`src/rtl/reverse_arbiter_pkg.sv`:
```
// reverse_arbiter_pkg: shared FSM encoding and sizing constants for the reverse arbiter
package reverse_arbiter_pkg;
    typedef enum logic [1:0] {
        IDLE = 2'b00,
        EXEC = 2'b01,
        HOLD = 2'b10
    } state_t;
    localparam int N_REQ_MAX = 8;
    localparam int DATA_W = 32;
endpackage

```
`src/rtl/reverse_arbiter_if.sv`:
```
// reverse_arbiter_if: request-side and result-side handshake bundle
interface reverse_arbiter_if #(parameter int N_REQ = 4);
    import reverse_arbiter_pkg::*;
    localparam int IDW = $clog2(N_REQ);
    logic [N_REQ-1:0]        req_valid;
    logic [DATA_W*N_REQ-1:0] req_data;
    logic [N_REQ-1:0]        req_rev;
    logic [N_REQ-1:0]        req_ready;
    logic                    out_valid;
    logic [DATA_W-1:0]       out_data;
    logic [IDW-1:0]          out_id;
    logic                    out_ready;
    modport master (
        output req_valid, req_data, req_rev, out_ready,
        input  req_ready, out_valid, out_data, out_id
    );
    modport slave (
        input  req_valid, req_data, req_rev, out_ready,
        output req_ready, out_valid, out_data, out_id
    );
endinterface

```
`src/rtl/reverse_32bit.sv`:
```
// reverse_32bit: optional bit-order reversal of a 32-bit word
module reverse_32bit (
    input  logic [31:0] in,
    input  logic        rev,
    output logic [31:0] out
);
    logic [31:0] r;
    for (genvar i = 0; i < 32; i++) begin : g_bit
        assign r[i] = in[31-i];
    end
    assign out = rev ? r : in;
endmodule

```
`src/rtl/reverse_arbiter_rr_pick.sv`:
```
// rr_pick: combinational round-robin picker, first request at or after ptr wins
module rr_pick #(
    parameter int N = 4,
    localparam int IDW = $clog2(N)
) (
    input  logic [N-1:0]   req,
    input  logic [IDW-1:0] ptr,
    output logic [N-1:0]   gnt,
    output logic [IDW-1:0] idx
);
    logic           found;
    logic [IDW-1:0] k;
    // scan from ptr upward with wrap; the first hit is kept
    always_comb begin
        found = 1'b0;
        idx = '0;
        k = '0;
        for (int i = 0; i < N; i++) begin
            k = IDW'((int'(ptr) + i) % N);
            if (!found && req[k]) begin
                found = 1'b1;
                idx = k;
            end
        end
        gnt = found ? (N'(1) << idx) : '0;
    end
endmodule

```
`src/rtl/reverse_arbiter.sv`:
```
// reverse_arbiter: round-robin sharing of one bit-reverse unit with a registered valid/ready result
module reverse_arbiter
    import reverse_arbiter_pkg::*;
#(
    parameter int N_REQ = 4
) (
    input logic clk,
    input logic rst_n,
    reverse_arbiter_if.slave bus
);
    localparam int IDW = $clog2(N_REQ);
    state_t            state, next_state;
    logic [IDW-1:0]    ptr, id_q, g_idx;
    logic [N_REQ-1:0]  g_hot;
    logic [DATA_W-1:0] opnd, rev_out;
    logic              rev_q, grant;
    logic [DATA_W-1:0] words [N_REQ];
    for (genvar k = 0; k < N_REQ; k++) begin : g_word
        assign words[k] = bus.req_data[DATA_W*k +: DATA_W];
    end
    rr_pick #(.N(N_REQ)) u_pick (
        .req(bus.req_valid),
        .ptr(ptr),
        .gnt(g_hot),
        .idx(g_idx)
    );
    reverse_32bit u_rev (
        .in(opnd),
        .rev(rev_q),
        .out(rev_out)
    );
    // grants only leave the block while idle and out of reset
    assign bus.req_ready = (state == IDLE && rst_n) ? g_hot : '0;
    assign grant = |bus.req_ready;
    // next-state: accept in IDLE, one compute cycle, hold until consumed
    always_comb begin
        next_state = state;
        if (state == IDLE && grant) next_state = EXEC;
        if (state == EXEC) next_state = HOLD;
        if (state == HOLD && bus.out_ready) next_state = IDLE;
    end
    // state register
    always_ff @(posedge clk or negedge rst_n) begin
        if (!rst_n) state <= IDLE;
        else state <= next_state;
    end
    // operand capture on grant, result capture in EXEC, release on consume
    always_ff @(posedge clk or negedge rst_n) begin
        if (!rst_n) begin
            ptr <= '0;
            opnd <= '0;
            rev_q <= 1'b0;
            id_q <= '0;
            bus.out_valid <= 1'b0;
            bus.out_data <= '0;
            bus.out_id <= '0;
        end else begin
            if (grant) begin
                opnd <= words[g_idx];
                rev_q <= bus.req_rev[g_idx];
                id_q <= g_idx;
                ptr <= (g_idx == IDW'(N_REQ - 1)) ? '0 : g_idx + 1'b1;
            end
            if (state == EXEC) begin
                bus.out_data <= rev_out;
                bus.out_id <= id_q;
                bus.out_valid <= 1'b1;
            end else if (state == HOLD && bus.out_ready) begin
                bus.out_valid <= 1'b0;
            end
        end
    end
endmodule

```
`src/flat_wrapper.sv`:
```
// flat-port wrapper written by rule: the top's interface ports become plain ports
module reverse_arbiter_flat import reverse_arbiter_pkg::*;
#(
    parameter int N_REQ = 4
)
  (clk, rst_n, bus_req_valid, bus_req_data, bus_req_rev, bus_out_ready, bus_req_ready, bus_out_valid, bus_out_data, bus_out_id);
  reverse_arbiter_if #(.N_REQ(N_REQ)) bus_i ();
  input logic clk;
  input logic rst_n;
  input wire logic [$bits(bus_i.req_valid)-1:0] bus_req_valid;
  input wire logic [$bits(bus_i.req_data)-1:0] bus_req_data;
  input wire logic [$bits(bus_i.req_rev)-1:0] bus_req_rev;
  input wire logic [$bits(bus_i.out_ready)-1:0] bus_out_ready;
  output wire logic [$bits(bus_i.req_ready)-1:0] bus_req_ready;
  output wire logic [$bits(bus_i.out_valid)-1:0] bus_out_valid;
  output wire logic [$bits(bus_i.out_data)-1:0] bus_out_data;
  output wire logic [$bits(bus_i.out_id)-1:0] bus_out_id;
  assign bus_i.req_valid = bus_req_valid;
  assign bus_i.req_data = bus_req_data;
  assign bus_i.req_rev = bus_req_rev;
  assign bus_i.out_ready = bus_out_ready;
  assign bus_req_ready = bus_i.req_ready;
  assign bus_out_valid = bus_i.out_valid;
  assign bus_out_data = bus_i.out_data;
  assign bus_out_id = bus_i.out_id;
  reverse_arbiter #(.N_REQ(N_REQ)) u_core (.clk(clk), .rst_n(rst_n), .bus(bus_i));
endmodule
```
`config.mk`:
```
export PLATFORM = sky130hd
export DESIGN_NAME = reverse_arbiter_flat
export DESIGN_NICKNAME = d
export VERILOG_FILES = /design/src/rtl/reverse_arbiter_pkg.sv /design/src/rtl/reverse_arbiter_if.sv /design/src/rtl/reverse_32bit.sv /design/src/rtl/reverse_arbiter_rr_pick.sv /design/src/rtl/reverse_arbiter.sv /design/src/flat_wrapper.sv
export SDC_FILE = /design/constraint.sdc
export NUM_CORES = 1
export LEC_CHECK = 0
export BUFFER_PORTS_ARGS = -buffer_cell sky130_fd_sc_hd__buf_2
export CORE_MARGIN = 2
export CORE_UTILIZATION = 50
export CTS_CLUSTER_SIZE = 40
export DETAILED_ROUTE_END_ITERATION = 16
export GPL_TIMING_DRIVEN = 0
export HOLD_SLACK_MARGIN = 0.03
export PLACE_DENSITY = 0.82
export SYNTH_ARGS = -nofsm -noshare
export SYNTH_HDL_FRONTEND = slang
export SYNTH_SLANG_ARGS = --single-unit
```
`constraint.sdc`:
```
create_clock -name clk -period 2.6 [get_ports clk]
set_input_delay 0.26 -clock clk [delete_from_list [all_inputs] [get_ports clk]]
set_output_delay 0.26 -clock clk [all_outputs]
set_load 0.02 [all_outputs]
```
==> results of run 1 <==
## cell usage after synthesis (2+ instances only)
cell type	instances	area, µm²
a21oi_1	2	10.0
mux2i_1	65	651
nor3_1	4	20.0
a21boi_0	33	248
dfrtp_1	74	1850
and3_2	27	203
o21ai_1	10	50.1
clkbuf_1	23	86.3
a21o_1	2	15.0
buf_6	7	78.8
nor2_1	3	11.3
mux2_4	2	30.0
and3_1	6	37.5
inv_1	36	135
nand2_1	36	135
o21ai_0	57	285
o221ai_2	30	450
o221ai_1	3	26.3
buf_4	2	15.0
buf_1	2	7.51
## through the flow
step	setup TNS (ns)	area [µm²]
after floorplan	0	4600
after global placement	-29.23	5620
after detailed placement	-9.92	5620
after CTS	0	5890
after global routing	-0.0710	5910
final	0	5910
## power by group
part	internal, W	total [W]	leakage, nW	switching (W)
clock network	0.000740	0.00120	0.131	0.000455
registers	0.00169	0.00211	0.925	0.000423
logic	0.00145	0.00335	1.90	0.00190
## per-layer routing
metal  up-vias  global-route usage, %
met5         -                      0
met4         2                   9.17
met3        35                   4.67
met2       159                   45.3
li1       2007                      -
met1      1954                   32.9
## logic make-up (layout without fill, tap and decap cells)
family / count (synthesis) / after routing / share of synthesized area (%)
AND/OR/NAND/NOR: 87 / 87 / 11.0
buffers and inverters: 75 / 269 / 7.98
multiplexers: 68 / 68 / 15.1
flip-flops: 74 / 74 / 40.3
adder cells (fa/ha/maj): 1 / 1 / 0.272
AO/OA/AOI/OAI: 144 / 144 / 25.4
## worst max-delay path by stage
stage                        from                to  slack [ns]  depth (start not counted)
CTS                 u_core.ptr[0]    u_core.opnd[5]        0.09                          9
global placement            rst_n   u_core.opnd[23]       -0.92                          6
floorplan           u_core.ptr[0]    u_core.id_q[1]        0.37                          9
detailed placement          rst_n    u_core.opnd[5]       -0.39                          6
finish              u_core.ptr[1]  bus_req_ready[3]        0.07                          8
global route        u_core.ptr[1]  bus_req_ready[3]       -0.03                          8
## worst max-delay path: cells and delay by family, from the launching register on
kind	cells	cell delay, ns
DFF	1	0.44
buffers and inverters	3	0.42
adders and majority gates	1	0.25
and+or+nand+nor	3	0.42
AOI/OAI and AO/OA	1	0.38
## final cells by class
| cell class | count | share of cell area (%) |
|---|---|---|
| buffer | 38 | 3.81 |
| clock buffer | 10 | 2.16 |
| clock inverter | 6 | 2.33 |
| inverter | 37 | 2.43 |
| multi-input combinational | 300 | 40.5 |
| sequential | 74 | 31.3 |
| tap | 108 | 2.29 |
| timing repair buffer | 178 | 15.2 |
## flip-flops by register name (all words and copies together), names as in the netlist
name	cells
u_core.bus.out_data	32
u_core.bus.out_valid	1
u_core.ptr	2
u_core.bus.out_id	2
u_core.rev_q	1
u_core.state	2
u_core.id_q	2
u_core.opnd	32
## what timing repair did
action / 4_1_cts / 5_1_grt
setup endpoints to repair: 3 / 19
setup buffers: 0 / 1
endpoints found under the hold margin: 0 / 0
resized for setup: 1 / 4
==> results.env, run 1 <==
STATUS='completed'
DETAIL_ROUTE.VIAS_PER_CELL=5.54
ROUTEDLENGTHMET1_UM=5320
PLACE.PORT_BUFFERS=177
STARTPOINT_TYPE='register'
WORST-SETUP-PATH-TYPE='register to output port'
NUM_ANTENNA_CELLS=0
EFFECTIVE_UTILIZATION_AT_FLOORPLAN_PCT=52.2
CLK_TRANSITION_REPORTED_PATHS_NS=0.08
SYNTH_CELLS=449
POST-PLACE-CELLS=734
TRITONCTS='built'
CRITICAL_PATH_REQUIRED_NS=2.34
CTS.PATH.MAX_BUFFERS=2
GLOBALPLACE.CONGESTION=0.901
DRT-TOTAL-WL_UM=13000
TIMING.CRITICAL_PATH.FANOUT_MAX=10
SYNTHARSTFLOPSHARE_PCT=100
FLOORPLAN.DIE.WIDTH_UM=99.9
CTS_INSERTED_BUFFERS=9
MULTI_INPUT_AREA_UM2=2390
SYNTH.CELL_AREA_UM2=4600
CLK_ROOT_BUFFER_CELL='clkbuf_8'
VDD.IR_DROP.WORST_uV=404
LAYOUT.FILLER_CELLS=693
TIMING_WORST_SLEW_PIN_VALUE_NS=0.932
FIRST_PASS_ITERS=4
YS_WARN_COUNT=0
CORE_AREA_UM2=8810
VIA_COUNT_OF_THE_FIRST_GLOBAL_ROUTING_PASS=4180
CRITPATHARRIVALTIME_NS=2.27
MAX_FREQ_GHz=0.395
MET3_LENGTH_UM=750
POSTROUTEANTENNANETS=0
SEQ_AREA_FRAC_SYNTH_PCT=40.3
PWR_DENSITY_CELL_nW_PER_UM2=1130
LAYOUT_COMMON_CELLS='177 x buf_2, 73 x dfrtp_1, 65 x mux2i_1'
LEAST_SETUP_SLACK_ACROSS_ALL_PATHS_AFTER_LAYOUT_NS=0.0671
CP_CELL_SEQUENCE='nand2_1 > a211o_2 > nand2_2 > inv_6 > buf_6 > ha_1 > and2_1 > buf_2'
TOPROUTINGLAYERUSED='met5'
WORST_SETUP_PATH_END_KIND='output port'
DETAIL_ROUTE.ITER0.VIOLATIONS=173
MIN-DELAY-PATH-CLASS='input port to async pin'
PLACEMENT.SETUP.WORST_SLACK_NS=-0.390
SLEW_VIOL_FINAL=0
POSTLAYOUTCOREUTIL_PCT=67.1
WL_MET2_UM=6510
WL_PER_CELL_UM=17.3
HOLD_VIOLATIONS=0
CTS.SINKS=74
PIN_COUNT_OF_THE_BIGGEST_NET_ENTERING_GLOBAL_ROUTING=77
FINALCLOCKSKEW_NS=0.00645
YS_TYPES=45
TIMING.RR.END='u_core.opnd[5]'
MAX_CAP_VIOLATIONS=0
GR_OVFL_TOTAL=0
DIE_AREA_UM2=9970
CTS_HOLD_BUF=0
REG2REG_SLACK_NS=0.09
LAYOUT.CELLS.NON_FILLER=751
ROUTE.VIAS.TOTAL=4157
MAX_SLEW_MARGIN_PCT=37.8
POST_ROUTE_CELLS_DRIVE_ABOVE_1_SHARE_PCT=43.7
CTS_MAX_LEVEL=3
IO-PIN-COUNT=178
FINAL.MIN_CLOCK_PERIOD_NS=2.53
SYNTH_ENABLE_FLOP_CELLS=0
POSTSYNTH.TOPFLOPCELL='dfrtp_1'
CLKLATENCYLATEPIN_NS=0.36
LAYOUT.CELLS.MOST_COMMON='buf_2'
GLOBAL_ROUTE_WIRE_LENGTH_BEFORE_REPAIR_UM=20300
FINALHOLDWORSTSLACK_NS=0.0431
HPWL_AFTER_DETAILED_PLACEMENT_UM=10300
CRIT-REG2REG-LAUNCH='u_core.ptr[1]'
TOTAL_LEAKAGE_POWER_nW=2.96
SYN_TO_FINAL_GROWTH_PCT=28.6
TOTAL_POWER_W=0.00666
FINAL-SEQ-AREA_UM2=1850
FINALNETCOUNT=778
GRT_USAGE_PCT=26.1
CPMAXSTAGEDELAYCELL='dfrtp_1'
FIN_CRIT_SH_PCT=97.4
NUMBER_OF_ANTENNA_VIOLATIONS_AT_THE_FIRST_CHECK_IN_GLOBAL_ROUTING=1
FF2FF_PATH_DEPTH=10
STD_CELL_ROWS=34
YS_FF_LATCH=74
CRITICAL_PATH.MAX_STAGE_DELAY_NS=0.44
DRC=0
SYN-MEAN-INSTANCE-AREA_UM2=10.2
SYNTH.NET_COUNT=589
FINAL-SETUP-VIOL-COUNT=0
FP.DIEH_UM=99.9
No activity file was read; power rests on OpenSTA's default activity.
==> inputs of run 2 (changes only) <==
--- a/config.mk
+++ b/config.mk
@@ -7,12 +7,13 @@
 export LEC_CHECK = 0
 export BUFFER_PORTS_ARGS = -buffer_cell sky130_fd_sc_hd__buf_2
 export CORE_MARGIN = 2
-export CORE_UTILIZATION = 50
+export CORE_UTILIZATION = 51
+export CTS_BUF_LIST = sky130_fd_sc_hd__clkbuf_4 sky130_fd_sc_hd__clkbuf_8
 export CTS_CLUSTER_SIZE = 40
 export DETAILED_ROUTE_END_ITERATION = 16
 export GPL_TIMING_DRIVEN = 0
 export HOLD_SLACK_MARGIN = 0.03
-export PLACE_DENSITY = 0.82
+export PLACE_DENSITY = 0.94
 export SYNTH_ARGS = -nofsm -noshare
 export SYNTH_HDL_FRONTEND = slang
 export SYNTH_SLANG_ARGS = --single-unit
==> run 2 against run 1 <==
Compared with the run above: sequential cell count is the same; worst setup slack gained 0.019 ns; die area shrank 1.9%; critical endpoint is now u_core.opnd[17]; clock skew grew 0.0021 ns; largest cell class unchanged; first-iteration DRC count grew 41%; power grew 0.50%; via count grew 4.7%; global-route usage grew 3.4 points; highest routed layer is now met4; register-to-register slack is essentially flat; clock power shrank 7%.
==> results.env, run 2 (synthesis gave the netlist of run 1 again) <==
HPWL_AFTER_DETAILED_PLACEMENT_UM=11400  # +10%
GLOBAL_ROUTE_WIRE_LENGTH_BEFORE_REPAIR_UM=22900  # +13%
TOTAL_POWER_W=0.00669  # +0.50%
FP.DIEH_UM=98.9  # -0.95%
CRITICAL_PATH_REQUIRED_NS=2.86  # +0.52 ns
CLK_ROOT_BUFFER_CELL='clkbuf_8'
IO-PIN-COUNT=178  # unchanged
PWR_DENSITY_CELL_nW_PER_UM2=1130  # +0.75%
WORST_SETUP_PATH_END_KIND='register'
DETAIL_ROUTE.VIAS_PER_CELL=5.79  # +4.7%
CORE_AREA_UM2=8720  # -0.97%
CPMAXSTAGEDELAYCELL='dfrtp_1'
CTS_INSERTED_BUFFERS=9  # unchanged
TOPROUTINGLAYERUSED='met4'
LAYOUT.CELLS.NON_FILLER=751  # unchanged
CTS_MAX_LEVEL=3  # unchanged
CRITICAL_PATH.MAX_STAGE_DELAY_NS=0.45  # about the same
WL_PER_CELL_UM=19.3  # +12%
MET3_LENGTH_UM=1110  # +48%
LAYOUT.FILLER_CELLS=646  # -6.8%
TIMING_WORST_SLEW_PIN_VALUE_NS=0.916  # -0.0160 ns
LAYOUT.CELLS.MOST_COMMON='buf_2'
DRT-TOTAL-WL_UM=14500  # +12%
FIRST_PASS_ITERS=5  # +1
SYN_TO_FINAL_GROWTH_PCT=28.3
GR_OVFL_TOTAL=0  # unchanged
ROUTE.VIAS.TOTAL=4351  # +4.7%
EFFECTIVE_UTILIZATION_AT_FLOORPLAN_PCT=52.7  # +0.51 points
TOTAL_LEAKAGE_POWER_nW=2.95  # -0.39%
FLOORPLAN.DIE.WIDTH_UM=98.9  # -0.95%
NUMBER_OF_ANTENNA_VIOLATIONS_AT_THE_FIRST_CHECK_IN_GLOBAL_ROUTING=1  # unchanged
CRITPATHMOSTFREQUENTCELL='buf_6'
DRC=0  # unchanged
POSTROUTEANTENNANETS=0  # unchanged
GRT_USAGE_PCT=29.5  # +3.4 points
FIN_CRIT_SH_PCT=96.7  # -0.72 points
WORST-SETUP-PATH-TYPE='register to register'
GRT_SETUP_UNREPAIRED='no'
CTS.SINKS=74  # unchanged
CRITPATHTOPFAMILY='compound AO/OA/AOI/OAI gates'
STATUS='completed'
VIA_COUNT_OF_THE_FIRST_GLOBAL_ROUTING_PASS=4576  # +9.5%
INTERNAL_POWER_W=0.00384  # -1.2%
SLEW_VIOL_FINAL=0  # unchanged
PLACE.PORT_BUFFERS=177  # unchanged
CTS_HOLD_BUF=0  # unchanged
POWER.SHARE.CLOCK_PCT=16.8  # -1.1 points
WL_MET2_UM=7160  # +10%
COMB_POWER_SHARE_PCT=51.7  # +1.4 points
SEQUENTIALPOWERSHARE_PCT=31.6  # about the same
FINAL.MIN_CLOCK_PERIOD_NS=2.51  # -0.0187 ns
LAYOUT_TOP_REGISTERS='u_core.bus.out_data x32, u_core.opnd x32'
LAYOUT_COMMON_CELLS='177 x buf_2, 74 x dfrtp_1, 65 x mux2i_1'
GLOBALPLACE.CONGESTION=0.868  # -3.8%
STARTPOINT_TYPE='register'
STD_CELL_ROWS=34  # unchanged
MAX_FREQ_GHz=0.398  # +0.74%
POST-PLACE-CELLS=734  # unchanged
SWITCHINGPOWER_W=0.00286  # +2.9%
MAX_SLEW_MARGIN_PCT=38.9  # +1.1 points
POST_ROUTE_CELLS_DRIVE_ABOVE_1_SHARE_PCT=43.6  # -0.088 points
CRITPATHARRIVALTIME_NS=2.77  # +0.50 ns
MIN-DELAY-PATH-CLASS='input port to async pin'
FINALNETCOUNT=777  # -0.13%
CLKLATENCYLATEPIN_NS=0.35  # about the same
CP_CELL_SEQUENCE='nor2b_1 > a211o_2 > nand2_2 > inv_6 > buf_6 > ha_2 > o31a_1 > buf_6 > buf_6 > o221ai_2'
PIN_COUNT_OF_THE_BIGGEST_NET_ENTERING_GLOBAL_ROUTING=77  # unchanged
HOLD_VIOLATIONS=0  # unchanged
ROUTEDLENGTHMET1_UM=5430  # +2.0%
CTS_SETUP_BUFFERS=0  # unchanged
DETAIL_ROUTE.ITER0.VIOLATIONS=244  # +41%
CTSRESIZECOUNT=0  # -1
TIMING.CRITICAL_PATH.FANOUT_MAX=10  # unchanged
FINAL-SETUP-VIOL-COUNT=0  # unchanged
CLK_TRANSITION_REPORTED_PATHS_NS=0.08  # about the same
SWSHARE_PCT=42.7  # +0.99 points
DIE_AREA_UM2=9790  # -1.9%
FINALCLOCKSKEW_NS=0.00854  # +0.00208 ns
WORST-PATH-BUF-INV=4  # +1
CTS.PATH.MAX_BUFFERS=2  # unchanged
VDD.IR_DROP.WORST_uV=469  # +16%
MAX_CAP_VIOLATIONS=0  # unchanged
TRITONCTS='built'
==> run 2: layout make-up <==
type                       count  area [µm²]  share of cell area, %
antenna                        1        2.50                 0.0424
buffer                        38         225                   3.82
clock buffer                  12         159                   2.69
clock inverter                 4        97.6                   1.65
inverter                      37         144                   2.44
multi-input combinational    300        2390                   40.6
sequential                    74        1850                   31.4
tap                          108         135                   2.29
timing repair buffer         177         888                   15.1
==> run 2: layer usage <==
metal / GRT usage [%] / vias up
met2: 50.3 / 237
met4: 17.2 / 0
met3: 4.82 / 68
li1: - / 2009
met5: 0 / -
met1: 35.2 / 2037
==> run 2: path summary, 6_finish.rpt <==
path / from / end / slack (ns) / cells after the start
setup reg to reg: u_core.ptr[0] / u_core.opnd[17] / 0.09 / 10
max in group asynchronous: rst_n / u_core.bus.out_data[8] / 1.96 / 1
setup / recovery: u_core.ptr[0] / u_core.opnd[17] / 0.09 / 10
hold reg to reg: u_core.bus.out_data[6] / u_core.bus.out_data[6] / 0.48 / 2
hold / removal: rst_n / u_core.state[1] / 0.04 / 1
min in group clk: bus_req_data[41] / u_core.opnd[9] / 0.21 / 3
==> run 2: power by group through the flow <==
stage	Clock [W]	Combinational [W]	Sequential, W
final	0.00112	0.00346	0.00211
after floorplan	0	0.00216	0.00228
after global routing	0.00116	0.00374	0.00217
after global placement	0	0.00320	0.00205
after CTS	0.00112	0.00341	0.00209
after detailed placement	0	0.00337	0.00211
==> run 2: stage by stage <==
stage	cell area, µm²	hold slack (ns)	util, %	setup WS (ns)	setup TNS, ns
after floorplan	4600	-0.0356	-	0.375	0
after global placement	5620	0.460	64.4	-0.733	-21.84
after global routing	5900	0.132	67.6	0.0120	0
final	5900	0.0376	67.6	0.0858	0
after detailed placement	5620	0.440	64.4	-0.262	-4.83
after CTS	5880	0.0716	67.4	0.0443	0
